<file path="src/rtl/alu_arbiter.sv">
// alu_arbiter: round-robin arbiter sharing one combinational ALU between the
// core execute stage (port 0) and the network/debug engine (port 1), with a
// one-entry response buffer and a lock that times out when the owner idles.

package definitions;
    typedef enum logic [5:0] {
        kNOP  = 6'd0,
        kADDU = 6'd1,
        kSUBU = 6'd2,
        kAND  = 6'd3,
        kOR   = 6'd4,
        kBEQZ = 6'd5,
        kBNEZ = 6'd6
    } opcode_e;

    typedef struct packed {
        opcode_e     opcode;
        logic [25:0] imm;
    } instruction_s;
endpackage

module alu_arbiter
    import definitions::*;
#(
    parameter int unsigned LOCK_TIMEOUT = 16
) (
    input  logic               clk,
    input  logic               reset,
    input  logic [1:0]         req_valid_i,
    output logic [1:0]         req_ready_o,
    input  logic [1:0]         req_lock_i,
    input  logic [31:0]        req_rd_i [0:1],
    input  logic [31:0]        req_rs_i [0:1],
    input  instruction_s       req_op_i [0:1],
    output logic [31:0]        alu_rd_o,
    output logic [31:0]        alu_rs_o,
    output instruction_s       alu_op_o,
    input  logic [31:0]        alu_result_i,
    input  logic               alu_jump_now_i,
    output logic [1:0]         resp_valid_o,
    input  logic [1:0]         resp_ready_i,
    output logic [31:0]        resp_result_o,
    output logic               resp_jump_now_o,
    output logic               locked_o,
    output logic               lock_timeout_o
);

    typedef enum logic {UNLOCKED, LOCKED} state_e;

    // Timeout fires on the idle cycle that would carry the counter to LOCK_TIMEOUT,
    // so the lock is still held that cycle and released on the following edge.
    localparam logic [7:0] LAST_IDLE = 8'(LOCK_TIMEOUT - 1);

    state_e      state;
    logic        lock_owner;
    logic        prio;
    logic        rsp_full;
    logic        rsp_owner;
    logic [31:0] rsp_result;
    logic        rsp_jump;
    logic [7:0]  idle_cnt;

    logic        grant_valid;
    logic        grant;
    logic        can_accept;
    logic        accept;
    logic        drain;
    logic        owner_idle;
    logic        timeout;

    // Grant selection: lock owner only while locked, otherwise round-robin.
    always_comb begin
        grant_valid = 1'b0;
        grant       = 1'b0;
        if (state == LOCKED) begin
            grant_valid = req_valid_i[lock_owner];
            grant       = lock_owner;
        end else if (&req_valid_i) begin
            grant_valid = 1'b1;
            grant       = prio;
        end else if (req_valid_i[0]) begin
            grant_valid = 1'b1;
            grant       = 1'b0;
        end else if (req_valid_i[1]) begin
            grant_valid = 1'b1;
            grant       = 1'b1;
        end
    end

    // Handshake, drain and timeout qualifiers; outputs held quiet during reset.
    always_comb begin
        can_accept   = !rsp_full || resp_ready_i[rsp_owner];
        accept       = grant_valid && can_accept && !reset;
        drain        = rsp_full && resp_ready_i[rsp_owner];
        owner_idle   = (state == LOCKED) && !req_valid_i[lock_owner];
        timeout      = owner_idle && (idle_cnt == LAST_IDLE) && !reset;
        req_ready_o  = '0;
        if (accept) req_ready_o[grant] = 1'b1;
        resp_valid_o = '0;
        if (rsp_full && !reset) resp_valid_o[rsp_owner] = 1'b1;
        locked_o       = (state == LOCKED) && !reset;
        lock_timeout_o = timeout;
        resp_result_o   = rsp_result;
        resp_jump_now_o = rsp_jump;
    end

    // Shared ALU operands follow the grant even when the buffer cannot accept.
    always_comb begin
        alu_rd_o = '0;
        alu_rs_o = '0;
        alu_op_o = '0;
        if (grant_valid) begin
            alu_rd_o = req_rd_i[grant];
            alu_rs_o = req_rs_i[grant];
            alu_op_o = req_op_i[grant];
        end
    end

    // Lock FSM, round-robin pointer, response buffer and idle counter.
    always_ff @(posedge clk) begin
        if (reset) begin
            state      <= UNLOCKED;
            lock_owner <= 1'b0;
            prio       <= 1'b0;
            rsp_full   <= 1'b0;
            rsp_owner  <= 1'b0;
            rsp_result <= '0;
            rsp_jump   <= 1'b0;
            idle_cnt   <= '0;
        end else begin
            if (accept) begin
                rsp_full   <= 1'b1;
                rsp_owner  <= grant;
                rsp_result <= alu_result_i;
                rsp_jump   <= alu_jump_now_i;
                prio       <= ~grant;
                if (state == UNLOCKED) begin
                    if (req_lock_i[grant]) begin
                        state      <= LOCKED;
                        lock_owner <= grant;
                    end
                end else if (!req_lock_i[grant]) begin
                    state <= UNLOCKED;
                end
            end else if (drain) begin
                rsp_full <= 1'b0;
            end

            // Timeout never coincides with an accept: the owner is not requesting.
            if (timeout) begin
                state <= UNLOCKED;
                prio  <= ~lock_owner;
            end

            if (!owner_idle || timeout) idle_cnt <= '0;
            else                        idle_cnt <= idle_cnt + 8'd1;
        end
    end

endmodule

</file>
<file path="config.mk">
export PLATFORM = sky130hd
export DESIGN_NAME = alu_arbiter
export DESIGN_NICKNAME = d
export VERILOG_FILES = /design/src/rtl/alu_arbiter.sv
export SDC_FILE = /design/constraint.sdc
export NUM_CORES = 1
export LEC_CHECK = 0
export CAP_MARGIN = 20
export CORE_AREA = 2 2 143 145
export CTS_CLUSTER_DIAMETER = 30
export DETAILED_ROUTE_END_ITERATION = 10
export DIE_AREA = 0 0 145 147
export PLACE_DENSITY = 0.5
export SYNTH_ARGS = -nofsm -noshare
export SYNTH_HDL_FRONTEND = slang
export SYNTH_SLANG_ARGS = --single-unit
</file>
<file path="constraint.sdc">
create_clock -name clk -period 3.5 [get_ports clk]
set_input_delay 0.35 -clock clk [delete_from_list [all_inputs] [get_ports clk]]
set_output_delay 0.35 -clock clk [all_outputs]
set_load 0.01 [all_outputs]
</file>
# After elaboration in Yosys (flattened, before gate mapping)
# Cells that the tools add are included.
[op_classes]
n_addsub = 1
n_lt_le_gt_ge = 6
n_eq_ne = 1
mux = 36
bitwise_logic = 4
n_reduce_logical = 22
[ops]
columns = ["cell", "n"]
rows = [
  ["2-to-1 mux 32 bit", 12],
  ["2-to-1 mux 1 bit", 20],
  ["logical AND 1 bit", 10],
  ["adder 8 x 1 -> 8 bit (second input constant)", 1],
  ["== test 8 x 4 -> 1 bit (second input constant)", 1],
  ["less-than comparator 1 x 2 -> 1 bit (second input constant)", 3],
  ["logical NOT 1 bit", 4],
  ["2-to-1 mux 2 bit", 2],
  ["nonzero test 2 bit", 2],
  ["OR reduction 2 bit", 2],
  ["inverter 1 bit", 3],
  ["AND reduction 3 bit", 1],
  ["demux 1 bit (select 1 bit)", 2],
  ["greater-or-equal comparator 1 bit (second input constant)", 2],
  ["greater-or-equal comparator 2 bit (second input constant)", 1],
  ["logical OR 1 bit", 2],
  ["inverter 1 -> 2 bit", 1],
  ["AND reduction 2 bit", 1],
]
[totals]
ff_bits = 46
in_bits = 233
word_cells = 78

# Longest topological paths before layout
# Gate-level depths: netlist (run 1).
[logic_depth]
ltp_word = 9
ltp_mapped = 8
mapped_depth_nobuf = 5

# Worst setup path before layout (run 1)
# No wires, ideal clock.
[synth_path]
path_kind = "register -> output"
startpoint = "register state"
endpoint = "output alu_rd_o[10]"
arrival_time_ns = 1.476
required_ns = 3.150
path_slack_ns = 1.674
stages_incl_launch_ff = 8
path_buffers = 3
path_cell_list = "dfxtp_1 > buf_2 > nor2b_4 > a22oi_2 > buf_4 > buf_2 > nand2_1 > a21oi_1"
[synth_between]
elab_chain_cells = 6
word_cells_on_any_way = 7
classes_between = "mux: 6; bitwise: 1"
[synth_lines]
columns = ["item", "line_no", "rtl"]
rows = [
  ["from (decl)", "54", "state_e state;"],
  ["from (signal assigned)", "122", "state <= UNLOCKED;"],
  ["from (signal assigned)", "139", "state <= LOCKED;"],
  ["from (signal assigned)", "143", "state <= UNLOCKED;"],
  ["2-to-1 mux 1 bit", "75", "if (state == LOCKED) begin"],
  ["inverter 1 -> 2 bit (implied by the code)", "113", "alu_rd_o = req_rd_i[grant];"],
  ["2-to-1 mux 32 bit (implied by the code) (3 in a row)", "113", ""],
  ["2-to-1 mux 32 bit *", "112", "if (grant_valid) begin"],
  ["to (decl)", "35", "output logic [31:0] alu_rd_o,"],
]
# Mark *: on every way between the ends. The rest lies on a longest branch, timed or not. The select of a mux whose other input is x is not followed.

==> results of run 1 <==
## per-layer routing
metal / up-vias / track usage, %
met5: - / 0
met4: 4 / 5.15
met3: 34 / 5.59
met2: 191 / 28.8
met1: 2170 / 20.2
li1: 2484 / -
## where the power goes
group | switching (mW) | internal [mW] | total [mW]
sequential | 0.0290 | 0.570 | 0.599
combinational | 0.484 | 0.660 | 1.14
clock | 0.201 | 0.352 | 0.553
## cell type report
| type | instances | area share (%) |
|---|---|---|
| Multi-Input combinational cell | 449 | 29.1 |
| Clock buffer | 6 | 1.86 |
| Timing Repair Buffer | 382 | 51.5 |
| Inverter | 4 | 0.201 |
| Clock inverter | 1 | 0.403 |
| Antenna cell | 1 | 0.0336 |
| Tap cell | 270 | 4.53 |
| Sequential cell | 46 | 12.4 |
## logic make-up (layout without fill, tap and decap cells)
family                   count (synthesis)  in the layout
adder cells (fa/ha/maj)                  1              1
other                                    0              1
buffers and inverters                   51            393
AO/OA/AOI/OAI                          144            144
flip-flops                              46             46
AND/OR/NAND/NOR                        295            295
multiplexers                             3              3
XOR/XNOR                                 6              6
## critical path: stages
cell and delay [ns]:
clkdlybuf4s50_1 0.51, nand2b_1 0.15, a22oi_2 0.25, buf_12 0.35, nand2_1 0.12, a21oi_1 0.28, clkdlybuf4s50_1 0.60
## sequential cells by signal, summed over array words and instances, names as in the netlist
| register | count |
|---|---|
| resp_result_o | 32 |
| prio | 1 |
| resp_jump_now_o | 1 |
| state | 1 |
| idle_cnt | 8 |
| rsp_full | 1 |
| rsp_owner | 1 |
| lock_owner | 1 |
## final timing paths
| kind | from | endpoint | slack (ns) | cells past startpoint |
|---|---|---|---|---|
| worst max-delay path | req_valid_i[0] | alu_op_o[12] | 0.44 | 7 |
| worst min-delay path | idle_cnt[0] | idle_cnt[0] | 0.45 | 1 |
| worst max register to register | lock_owner | resp_result_o[12] | 1.38 | 4 |
| worst min register to register | idle_cnt[0] | idle_cnt[0] | 0.45 | 1 |
## layout by cell type, fill, tap and decap left out, types with 2 or more instances in the layout
| cell type | synthesis | final |
|---|---|---|
| clkbuf_16 | 0 | 5 |
| buf_4 | 6 | 11 |
| o21ai_0 | 4 | 4 |
| a21oi_2 | 7 | 7 |
| nor3_1 | 3 | 3 |
| xor2_1 | 2 | 2 |
| nand2b_1 | 36 | 36 |
| a21oi_1 | 95 | 95 |
| clkdlybuf4s50_1 | 0 | 367 |
| inv_1 | 4 | 4 |
| nand3_1 | 37 | 37 |
| and3_1 | 2 | 2 |
| xnor2_1 | 4 | 4 |
| nand2_1 | 198 | 198 |
| a311oi_1 | 2 | 2 |
| o21ai_1 | 30 | 30 |
| dfxtp_1 | 46 | 46 |
| nor2_1 | 13 | 13 |
| buf_12 | 0 | 4 |
| mux2i_1 | 3 | 3 |
==> summary.txt, run 1 <==
Outcome
  • Status: completed

Clocking
  • Worst-Skew Late Latency: 0.29 ns
  • Cts hold-fix bufs: 0
  • CTS clk-pin slew, worst paths: 0.06 ns
  • Setup Buffers After CTS: 0
  • PostCTS Resize Cnt: 0
  • Clock buffer count from CTS: 5
  • H-tree Lvls: 2
  • Max Buffers Root-to-Sink: 2
  • CTS tree: done
  • Sink Count: 46
  • Root buffer selected by CTS: clkbuf_16

Placed design
  • Port Buf Inserts: 367
  • DP Area: 7280 um^2
  • Placed Cells: 1,151
  • Dpl ws: 0.504 ns
  • Detailed Place HPWL: 14,500 um
  • Final GP Congestion: 0.858

GRT
  • GRT overflow: 0
  • Global Route Usage Sum: 16.9%
  • Largest net degree at the start of global routing: 95
  • Vias in the first global route: 4,805
  • Initial antenna violation count: 3
  • First-pass GRT wire length: 28,600 um

Synth
  • Synthesized net count: 780
  • Cell taking the most area after synthesis: dfxtp_1
  • YS warnings: 0
  • Post-synth EDFFs: 0
  • Synth Area in Adders: 0.376%
  • Synth Area in Compound Gates: 23.4%
  • Most common cell in the netlist: nand2_1
  • Synth cell types: 32
  • Post-synth top cells: 198 x nand2_1, 95 x a21oi_1, 46 x dfxtp_1
  • Post-Synth Simple-Gate Area: 38.6%
  • FFs w/ async S/R, synth: 0%
  • Multiplexer share of the synthesized area: 0.903%
  • Post-synthesis xor/xnor area fraction: 1.58%
  • Synthesized area: 3320 um^2
  • Largest family of logic cells by synthesized area: simple AND/OR/NAND/NOR gates
  • Sequential-to-total area share from yosys stat: 27.7%
  • Post-Syn Area per Cell: 6.09 um^2
  • Synth top area share: 27.7%
  • Seq cells post-synth: 46
  • Post-Syn Instances: 546
  • Post-synth top flop: dfxtp_1
  • Top cells by area, synth: dfxtp_1 28%, nand2_1 22%, a21oi_1 14%, nand2b_1 6.8%, nand3_1 5.6%

Critical path
  • Critical path launch point type: input pin
  • Critical Path RT: 3.15 ns
  • WP data arrival: 2.71 ns
  • CP Capture Type: primary output
  • Setup CP Type: in -> out
  • Max FO, Critical Path: 94

Timing
  • Max Clock Freq: 327 MHz
  • Sum Neg Setup Slack: 0 ns
  • Max-slew violations: 0
  • Final min period: 3.06 ns
  • Hold Vio Cnt, Final: 0
  • Final Worst Setup Slack: 0.441 ns
  • Worst-Margin Slew: 0.830 ns
  • Period Utilization, post-route: 87.4%
  • Setup Skew: 0.00541 ns
  • Min Hold Slack: 0.450 ns
  • # setup viols final: 0
  • Rel. slew slack: 44.5%
  • RSZ-0062 raised after global routing: no

Floorplanning
  • Std-Cell Core Area: 19,800 um^2
  • Die height: 147 um
  • Die width: 145 um
  • Row count: 52
  • Initial Utilization: 16.8%
  • IO Pins: 368
  • Die Area: 21,300 um^2

Power
  • Worst vdd ir: 0.168 mV
  • Power Total: 2.30 mW
  • PD cells: 308 nW/um^2
  • LEAKAGE: 2.83 nW

Detailed routing
  • DRT iter0 DRCs: 259
  • Uppermost layer routed: met5
  • Vias: 4,883
  • Total Wirelength: 18,900 um
  • DR WL/cell: 16.3 um
  • Met1 WL: 7840 um
  • Wire length on met2: 8990 um
  • DRC: 0
  • DRT antenna net count: 0
  • Met3 WL: 1500 um
  • Drt via density: 4.21
  • Total iterations of the first detailed-routing run: 4

Cells and area
  • Post-layout nets: 1,122
  • Multi-input logic area: 2170 um^2
  • Area delta synth->final: 124%
  • Design area: 7450 um^2
  • Share of layout cells above drive strength 1: 3.83%
  • Register area: 921 um^2
  • Fill cells: 2,103
  • Non-Filler Instances: 1,159
  • Final core occ: 37.6%

Hold path
  • Hold Path Class: reg -> reg

Flow run
  • Max_cap viols: 0
No activity file was read; power rests on OpenSTA's default activity.
==> run 2, diff against run 1 <==
- CTS_BUF_LIST: default -> sky130_fd_sc_hd__clkbuf_8 sky130_fd_sc_hd__clkbuf_16
==> results of run 2 <==
Same layout as run 1: the final DEF is identical, and so are final timing and power.
